<file path="src/rtl/nibble_serial_adder_ctrl.sv">
// Wide add/subtract built on one 4-bit ripple adder, one nibble per clock
// starting with the least-significant nibble, behind a start/busy/done handshake.
`timescale 1ns/1ps

module ripple_adder4 (
  input  logic [3:0] a,
  input  logic [3:0] b,
  input  logic       cin,
  output logic [3:0] sum,
  output logic       cout
);

  logic [4:0] carry;

  assign carry[0] = cin;

  for (genvar i = 0; i < 4; i++) begin : g_full_adder
    assign sum[i]     = a[i] ^ b[i] ^ carry[i];
    assign carry[i+1] = (a[i] & b[i]) | (carry[i] & (a[i] ^ b[i]));
  end

  assign cout = carry[4];

endmodule

module nibble_serial_adder_ctrl #(
  parameter int NIBBLES = 4
) (
  input  logic                   clk,
  input  logic                   reset_n,
  input  logic                   start,
  input  logic                   sub,
  input  logic [4*NIBBLES-1:0]   A,
  input  logic [4*NIBBLES-1:0]   B,
  output logic                   busy,
  output logic                   done,
  output logic [4*NIBBLES-1:0]   S,
  output logic                   Cout,
  output logic                   V
);

  localparam int W     = 4 * NIBBLES;
  localparam int IDX_W = (NIBBLES > 1) ? $clog2(NIBBLES) : 1;
  localparam logic [IDX_W-1:0] LAST_IDX = IDX_W'(NIBBLES - 1);

  typedef enum logic [1:0] {
    IDLE = 2'd0,
    RUN  = 2'd1,
    DONE = 2'd2
  } state_t;

  state_t state_q;
  state_t state_d;

  logic [W-1:0]     a_q;
  logic [W-1:0]     b_eff_q;
  logic [W-1:0]     s_q;
  logic             carry_q;
  logic [IDX_W-1:0] idx_q;
  logic             cout_q;
  logic             v_q;
  logic             busy_q;
  logic             done_q;

  logic             accept;
  logic             last_nibble;
  logic [3:0]       a_nib;
  logic [3:0]       b_nib;
  logic [3:0]       sum_nib;
  logic             nib_cout;
  logic [W-1:0]     s_new;
  logic             v_new;

  // A new operation may only be taken when no nibble walk is in progress.
  assign accept      = start && ((state_q == IDLE) || (state_q == DONE));
  assign last_nibble = (state_q == RUN) && (idx_q == LAST_IDX);

  always_comb begin
    a_nib = '0;
    b_nib = '0;
    for (int i = 0; i < NIBBLES; i++) begin
      if (idx_q == IDX_W'(i)) begin
        a_nib = a_q[4*i +: 4];
        b_nib = b_eff_q[4*i +: 4];
      end
    end
  end

  ripple_adder4 u_adder (
    .a    (a_nib),
    .b    (b_nib),
    .cin  (carry_q),
    .sum  (sum_nib),
    .cout (nib_cout)
  );

  // Merge the freshly computed nibble into the running result; on the final
  // nibble this is the complete sum, which the overflow test needs.
  always_comb begin
    s_new = s_q;
    for (int i = 0; i < NIBBLES; i++) begin
      if (idx_q == IDX_W'(i)) begin
        s_new[4*i +: 4] = sum_nib;
      end
    end
  end

  assign v_new = (a_q[W-1] == b_eff_q[W-1]) && (s_new[W-1] != a_q[W-1]);

  always_comb begin
    state_d = state_q;
    case (state_q)
      IDLE:    if (start) state_d = RUN;
      RUN:     if (idx_q == LAST_IDX) state_d = DONE;
      DONE:    state_d = start ? RUN : IDLE;
      default: state_d = IDLE;
    endcase
  end

  always_ff @(posedge clk or negedge reset_n) begin
    if (!reset_n) begin
      state_q <= IDLE;
      busy_q  <= 1'b0;
      done_q  <= 1'b0;
    end else begin
      state_q <= state_d;
      busy_q  <= (state_d == RUN);
      done_q  <= (state_d == DONE);
    end
  end

  // Subtraction is A + ~B + 1: the inverted operand is latched and the
  // "+1" enters as the initial carry.
  always_ff @(posedge clk or negedge reset_n) begin
    if (!reset_n) begin
      a_q     <= '0;
      b_eff_q <= '0;
      s_q     <= '0;
      carry_q <= 1'b0;
      idx_q   <= '0;
      cout_q  <= 1'b0;
      v_q     <= 1'b0;
    end else if (accept) begin
      a_q     <= A;
      b_eff_q <= sub ? ~B : B;
      carry_q <= sub;
      idx_q   <= '0;
      s_q     <= '0;
    end else if (state_q == RUN) begin
      s_q     <= s_new;
      carry_q <= nib_cout;
      if (last_nibble) begin
        idx_q  <= '0;
        cout_q <= nib_cout;
        v_q    <= v_new;
      end else begin
        idx_q  <= idx_q + 1'b1;
      end
    end
  end

  assign busy = busy_q;
  assign done = done_q;
  assign S    = s_q;
  assign Cout = cout_q;
  assign V    = v_q;

endmodule

</file>
<file path="config.mk">
export PLATFORM = sky130hd
export DESIGN_NAME = nibble_serial_adder_ctrl
export DESIGN_NICKNAME = d
export VERILOG_FILES = /design/src/rtl/nibble_serial_adder_ctrl.sv
export SDC_FILE = /design/constraint.sdc
export NUM_CORES = 1
export LEC_CHECK = 0
export CAP_MARGIN = 10
export CORE_MARGIN = 1
export CORE_UTILIZATION = 50
export CTS_BUF_LIST = sky130_fd_sc_hd__clkbuf_4
export CTS_CLUSTER_DIAMETER = 120
export DETAILED_ROUTE_END_ITERATION = 8
export GPL_ROUTABILITY_DRIVEN = 1
export PLACE_DENSITY = 0.79
export SETUP_SLACK_MARGIN = 0.1
export SLEW_MARGIN = 20
export SYNTH_ARGS = -nofsm -noshare
export SYNTH_HDL_FRONTEND = slang
export SYNTH_SLANG_ARGS = --single-unit
</file>
<file path="constraint.sdc">
create_clock -name clk -period 8.9 [get_ports clk]
set_input_delay 1.78 -clock clk [delete_from_list [all_inputs] [get_ports clk]]
set_output_delay 1.78 -clock clk [all_outputs]
set_load 0.005 [all_outputs]
</file>
* Word level (Yosys, flattened, before mapping)
Cells that the tools add are included.
** Cells by class
- Mux-type cells :: 24
- Eq/ne operators :: 9
- Add/sub/neg operators :: 1
- Reduce and logical (&&, ||, !) cells :: 16
- Bitwise gates (word level) :: 22
** Operators by type and width (count)
- two-way mux 16 bit :: 3
- two-way mux 4 bit :: 12
- NOT 16 bit :: 1
- two-way mux 2 bit :: 5
- nonzero test 2 bit :: 5
- AND 1 bit :: 8
- == test 2 bit, second input constant :: 4
- AND reduction 2 bit :: 4
- XOR 1 bit :: 8
- == test 2 x 1 -> 1 bit, second input constant :: 3
- one-hot mux 2 bit (3 select lines) :: 1
- zero test 2 bit :: 2
- bitwise OR 1 bit :: 4
- logical AND 1 bit :: 3
- two-way mux 1 bit :: 3
- AND reduction 3 bit :: 1
- adder 2 x 1 -> 2 bit, second input constant :: 1
- == test 1 bit :: 1
- logical OR 1 bit :: 1
- != test 1 bit :: 1
- NOT 1 bit :: 1
** Word-level totals
- Register bits :: 57
- Output and inout port bits :: 20
- Logic and storage cells :: 86
- Input port bits :: 36

* Logic depth before layout (Yosys ltp)
- Depth after elaboration :: 16
- Depth in mapped cells :: 14
- Mapped depth without buffers :: 13

* By module
Synthesis repeated with hierarchy kept, for this count alone.
** Second synthesis, totals
- Cell total of the unflattened synthesis :: 298
- Area, all modules :: 2831.5 µm²
** By module, submodules not included
- nibble_serial_adder_ctrl :: cells each 284, times used 1, area an instance 2713.9 µm²
- ripple_adder4 :: cells each 14, times used 1, area an instance 117.6 µm²

* Worst setup path before layout
Ideal clock, no wire load.
- Kind :: flip-flop to flip-flop
- From :: register idx_q[0]
- To :: register v_q, in the netlist V
- Slack :: 5841 ps
- Setup time :: 82 ps
- Cell stages (with the launch flop) :: 14
- Path buffers :: 1
- Arrival :: 2977 ps
- Cells stage by stage :: dfrtp_1 -> inv_1 -> ha_1 -> buf_2 -> nand2_1 -> o21ai_0 -> a22o_1 -> fa_1 -> inv_1 -> fa_1 -> fa_1 -> fa_1 -> or3_1 -> a31oi_1
** Between the ends
- Longest elaborated chain between the ends :: 16
** Ends and longest elaborated chain
- from (decl) :: RTL line 59 : logic [IDX_W-1:0] idx_q;
- from (signal assigned) :: RTL line 157 : idx_q <= idx_q + 1'b1;
- zero test 2 bit :: RTL line 82 : if (idx_q == IDX_W'(i)) begin
- two-way mux 4 bit (4 in series) :: RTL line 82
- XOR 1 bit :: RTL line 19 : assign carry[i+1] = (a[i] & b[i]) | (carry[i] & (a[i] ^ b[i]));
- AND 1 bit :: RTL line 19
- bitwise OR 1 bit :: RTL line 19
- AND 1 bit :: RTL line 19
- bitwise OR 1 bit :: RTL line 19
- AND 1 bit :: RTL line 19
- bitwise OR 1 bit :: RTL line 19
- XOR 1 bit :: RTL line 18 : assign sum[i] = a[i] ^ b[i] ^ carry[i];
- two-way mux 4 bit :: RTL line 102 : if (idx_q == IDX_W'(i)) begin
- != test 1 bit :: RTL line 108 : assign v_new = (a_q[W-1] == b_eff_q[W-1]) && (s_new[W-1] != a_q[W-1]);
- logical AND 1 bit :: RTL line 108
- to (signal assigned) :: RTL line 155 : v_q <= v_new;
- to (decl) :: RTL line 61 : logic v_q;
Several ways; a longest one is shown, not always the timed one. The select of a mux whose other input is x is not followed.
A chain may end at the register's enable or synchronous reset.

* Final worst setup path
Same ends and word-level chain as after synthesis.

==> impl_metrics.json <==
{
  "r2r_setup_slack_ns": 5.34,
  "ys_seq_elements": 57,
  "first_global_vias": 2173,
  "clkSlewWorstSetupHoldPaths_ns": 0.10,
  "dp_hpwl_um": 3860,
  "core_um2": 5270,
  "layout_commonest_cell": "nand2_1",
  "r2r_end": "V$_DFFE_PN0P_",
  "gp_congestion": 0.753,
  "top_usage_layer": "met2",
  "rsz0062_at_grt": "false",
  "drive_above_1_share_pct": 6.07,
  "fin_crit_sh_pct": 40.0,
  "yosys_warnings": 0,
  "p_leak_nw": 1.63,
  "pwr-share-comb_pct": 48.1,
  "vias_per_cell": 5.17,
  "antenna_found_initial": 0,
  "seq_power_share_pct": 35.1,
  "hp-start": "a_q[3]$_DFFE_PN0P_",
  "io_buffers": 55,
  "endpoint_kind": "register",
  "cp-start-kind": "register",
  "use_met3_pct": 4.76,
  "first_pass_iters": 4,
  "die_x_um": 77,
  "maxCapViolCount": 0,
  "boundaryPins": 56,
  "outcome": "finished, final reports clean",
  "vias": 2150,
  "drtAntennaViolNets": 0,
  "min_path_type": "reg -> reg",
  "clockPowerShare_pct": 16.8,
  "routedWlPerCell_um": 13.5,
  "routed_wl_um": 5630,
  "grt_overflow_total": 0,
  "timing.fmax_mhz": 281,
  "fin_nets": 385,
  "tightest_slew_ns": 0.973,
  "dieHeight_um": 77,
  "required_ns": 9.23,
  "internal-power_uw": 736,
  "period_minus_slack_ns": 3.56,
  "grt_start_max_net_pins": 58,
  "initial_core_util_pct": 53.4,
  "min_path_cells": 2,
  "hold_viol": 0,
  "setup_tns_ns": 0,
  "syn_to_final_growth_pct": 23.4,
  "cts_buffers": 9,
  "met1_usage_pct": 27.7,
  "hold_buffers": 0,
  "rows": 26,
  "slew_headroom_pct": 35.0,
  "grt_pass1_wl_um": 9990,
  "cts_tree": "yes",
  "synth_seq_area_share_pct": 50.7,
  "final_cell_mix": "nand2_1, dfrtp_1, clkdlybuf4s50_1, o21ai_0, a21oi_1",
  "slew_violations": 0,
  "cts_buffer_depth": 2,
  "cp.arrival_ns": 3.88,
  "peakVddDrop_mv": 0.150,
  "fin_skew_ns": 0.0119,
  "postSynthAreaPerCell_um2": 9.57,
  "synthesis.instances": 294,
  "dieArea_um2": 5930,
  "ctsHtreeMaxLevel": 3,
  "power_density_nw_per_um2": 358,
  "grt_util_met2_pct": 35.7,
  "r2r_start": "idx_q[0]$_DFFE_PN0P_",
  "yosysUniqueCellTypes": 28,
  "root_buffer": "clkbuf_4",
  "r2r.worst_path.cells": 12,
  "hold_end": "a_q[3]$_DFFE_PN0P_",
  "synth.net_count": 338,
  "finalSetupViolations": 0,
  "insertion_delay_ns": 0.41,
  "switching_power_uw": 507,
  "drt_iter0_drc": 120,
  "whs_ns": 0.487,
  "post_cts_buffers": 0,
  "cp_max_fo": 18,
  "clock-sinks": 57,
  "drc": 0,
  "path_class": "reg -> reg",
  "cts-resized-gates": 0,
  "n_antenna_cell": 0,
  "syn_area_um2": 2810,
  "swShare_pct": 40.8,
  "grt_util_all_layers_pct": 21.8
}
## power groups by stage
stage / clock [mW] / combinational [mW] / sequential (mW)
floorplan: 0 / 0.439 / 0.420
global placement: 0 / 0.580 / 0.438
global route: 0.220 / 0.683 / 0.450
finish: 0.209 / 0.598 / 0.437
detailed placement: 0 / 0.602 / 0.443
CTS: 0.210 / 0.608 / 0.437
## synth_stat cells (all sizes together)
library cell | instances | area [µm²]
inv | 16 | 60.1
a21oi | 23 | 119
xnor2 | 12 | 105
xor2 | 4 | 35.0
nor2b | 2 | 20.0
dfrtp | 57 | 1430
or3 | 2 | 12.5
buf | 19 | 130
a31oi | 1 | 6.26
ha | 4 | 50.1
nor3b | 1 | 7.51
nand3b | 4 | 33.8
clkbuf | 1 | 3.75
fa | 4 | 80.1
mux2i | 12 | 120
nor2 | 11 | 41.3
a22o | 3 | 26.3
nand3 | 5 | 25.0
nand2 | 72 | 270
nand2b | 2 | 27.5
o21ai | 32 | 160
a22oi | 6 | 45.0
o31ai | 1 | 7.51
## flip-flops by register name, indices dropped and copies added (netlist names)
signal   cells
busy         1
carry_q      1
idx_q        2
done         1
S           16
state_q      2
b_eff_q     16
Cout         1
a_q         16
V            1
## metrics by stage
step	util (%)	std cells	area (µm²)	setup WS [ns]	power, mW
2_1_floorplan	-	294	2810	5.84	0.859
5_1_grt	65.9	416	3470	5.18	1.35
6_report	65.9	416	3470	5.34	1.24
3_3_place_gp	63.0	400	3320	5.30	1.02
3_5_place_dp	63.0	400	3320	5.25	1.04
4_1_cts	65.9	416	3470	5.37	1.26
## critical path: stages, from the launching register on
cell and delay (ns):
dfrtp_1 0.44, inv_1 0.10, ha_1 0.61, a21oi_1 0.07
o21ai_0 0.11, a22o_1 0.19, fa_1 0.17, inv_1 0.04
fa_1 0.38, fa_1 0.40, fa_1 0.47, or3_1 0.32
a31oi_1 0.17
## final cells by class
class | count | area [µm²]
clock buffer | 9 | 67.6
clock inverter | 7 | 85.1
fill | 443 | 1800
inverter | 16 | 60.1
multi-input combinational | 201 | 1190
sequential | 57 | 1430
tap | 70 | 87.6
timing repair buffer | 56 | 553
## worst max-delay path by stage
| stage | from | end | slack, ns | cells after the start |
|---|---|---|---|---|
| 3_3_place_gp | start | S[15]$_DFFE_PN0P_ | 5.30 | 4 |
| 2_1_floorplan | idx_q[0]$_DFFE_PN0P_ | V$_DFFE_PN0P_ | 5.84 | 13 |
| 3_5_place_dp | start | S[15]$_DFFE_PN0P_ | 5.25 | 4 |
| 6_report | idx_q[0]$_DFFE_PN0P_ | V$_DFFE_PN0P_ | 5.34 | 12 |
| 5_1_grt | idx_q[1]$_DFFE_PN0P_ | V$_DFFE_PN0P_ | 5.18 | 12 |
| 4_1_cts | idx_q[0]$_DFFE_PN0P_ | V$_DFFE_PN0P_ | 5.37 | 12 |
## per-layer routing
layer / vias to the layer above / routed length [µm] / share of wire (%)
li1: 1059 / - / -
met1: 1029 / 2470 / 44
met2: 52 / 2800 / 50
met3: 10 / 255 / 4.5
met4: 0 / 103 / 1.8
met5: - / 0 / 0
## kinds of logic (layout without fill, tap and decap cells)
family	after synthesis	count (layout)	synth area share (%)
DFF	57	57	50.7
and+or+nand+nor	99	99	15.6
AOI/OAI and AO/OA	66	66	12.9
xor gates and xnor gates	16	16	4.98
adders and majority gates	8	8	4.63
buffers and inverters	36	88	6.89
muxes	12	12	4.27
Power figures use the tool's default switching activity.
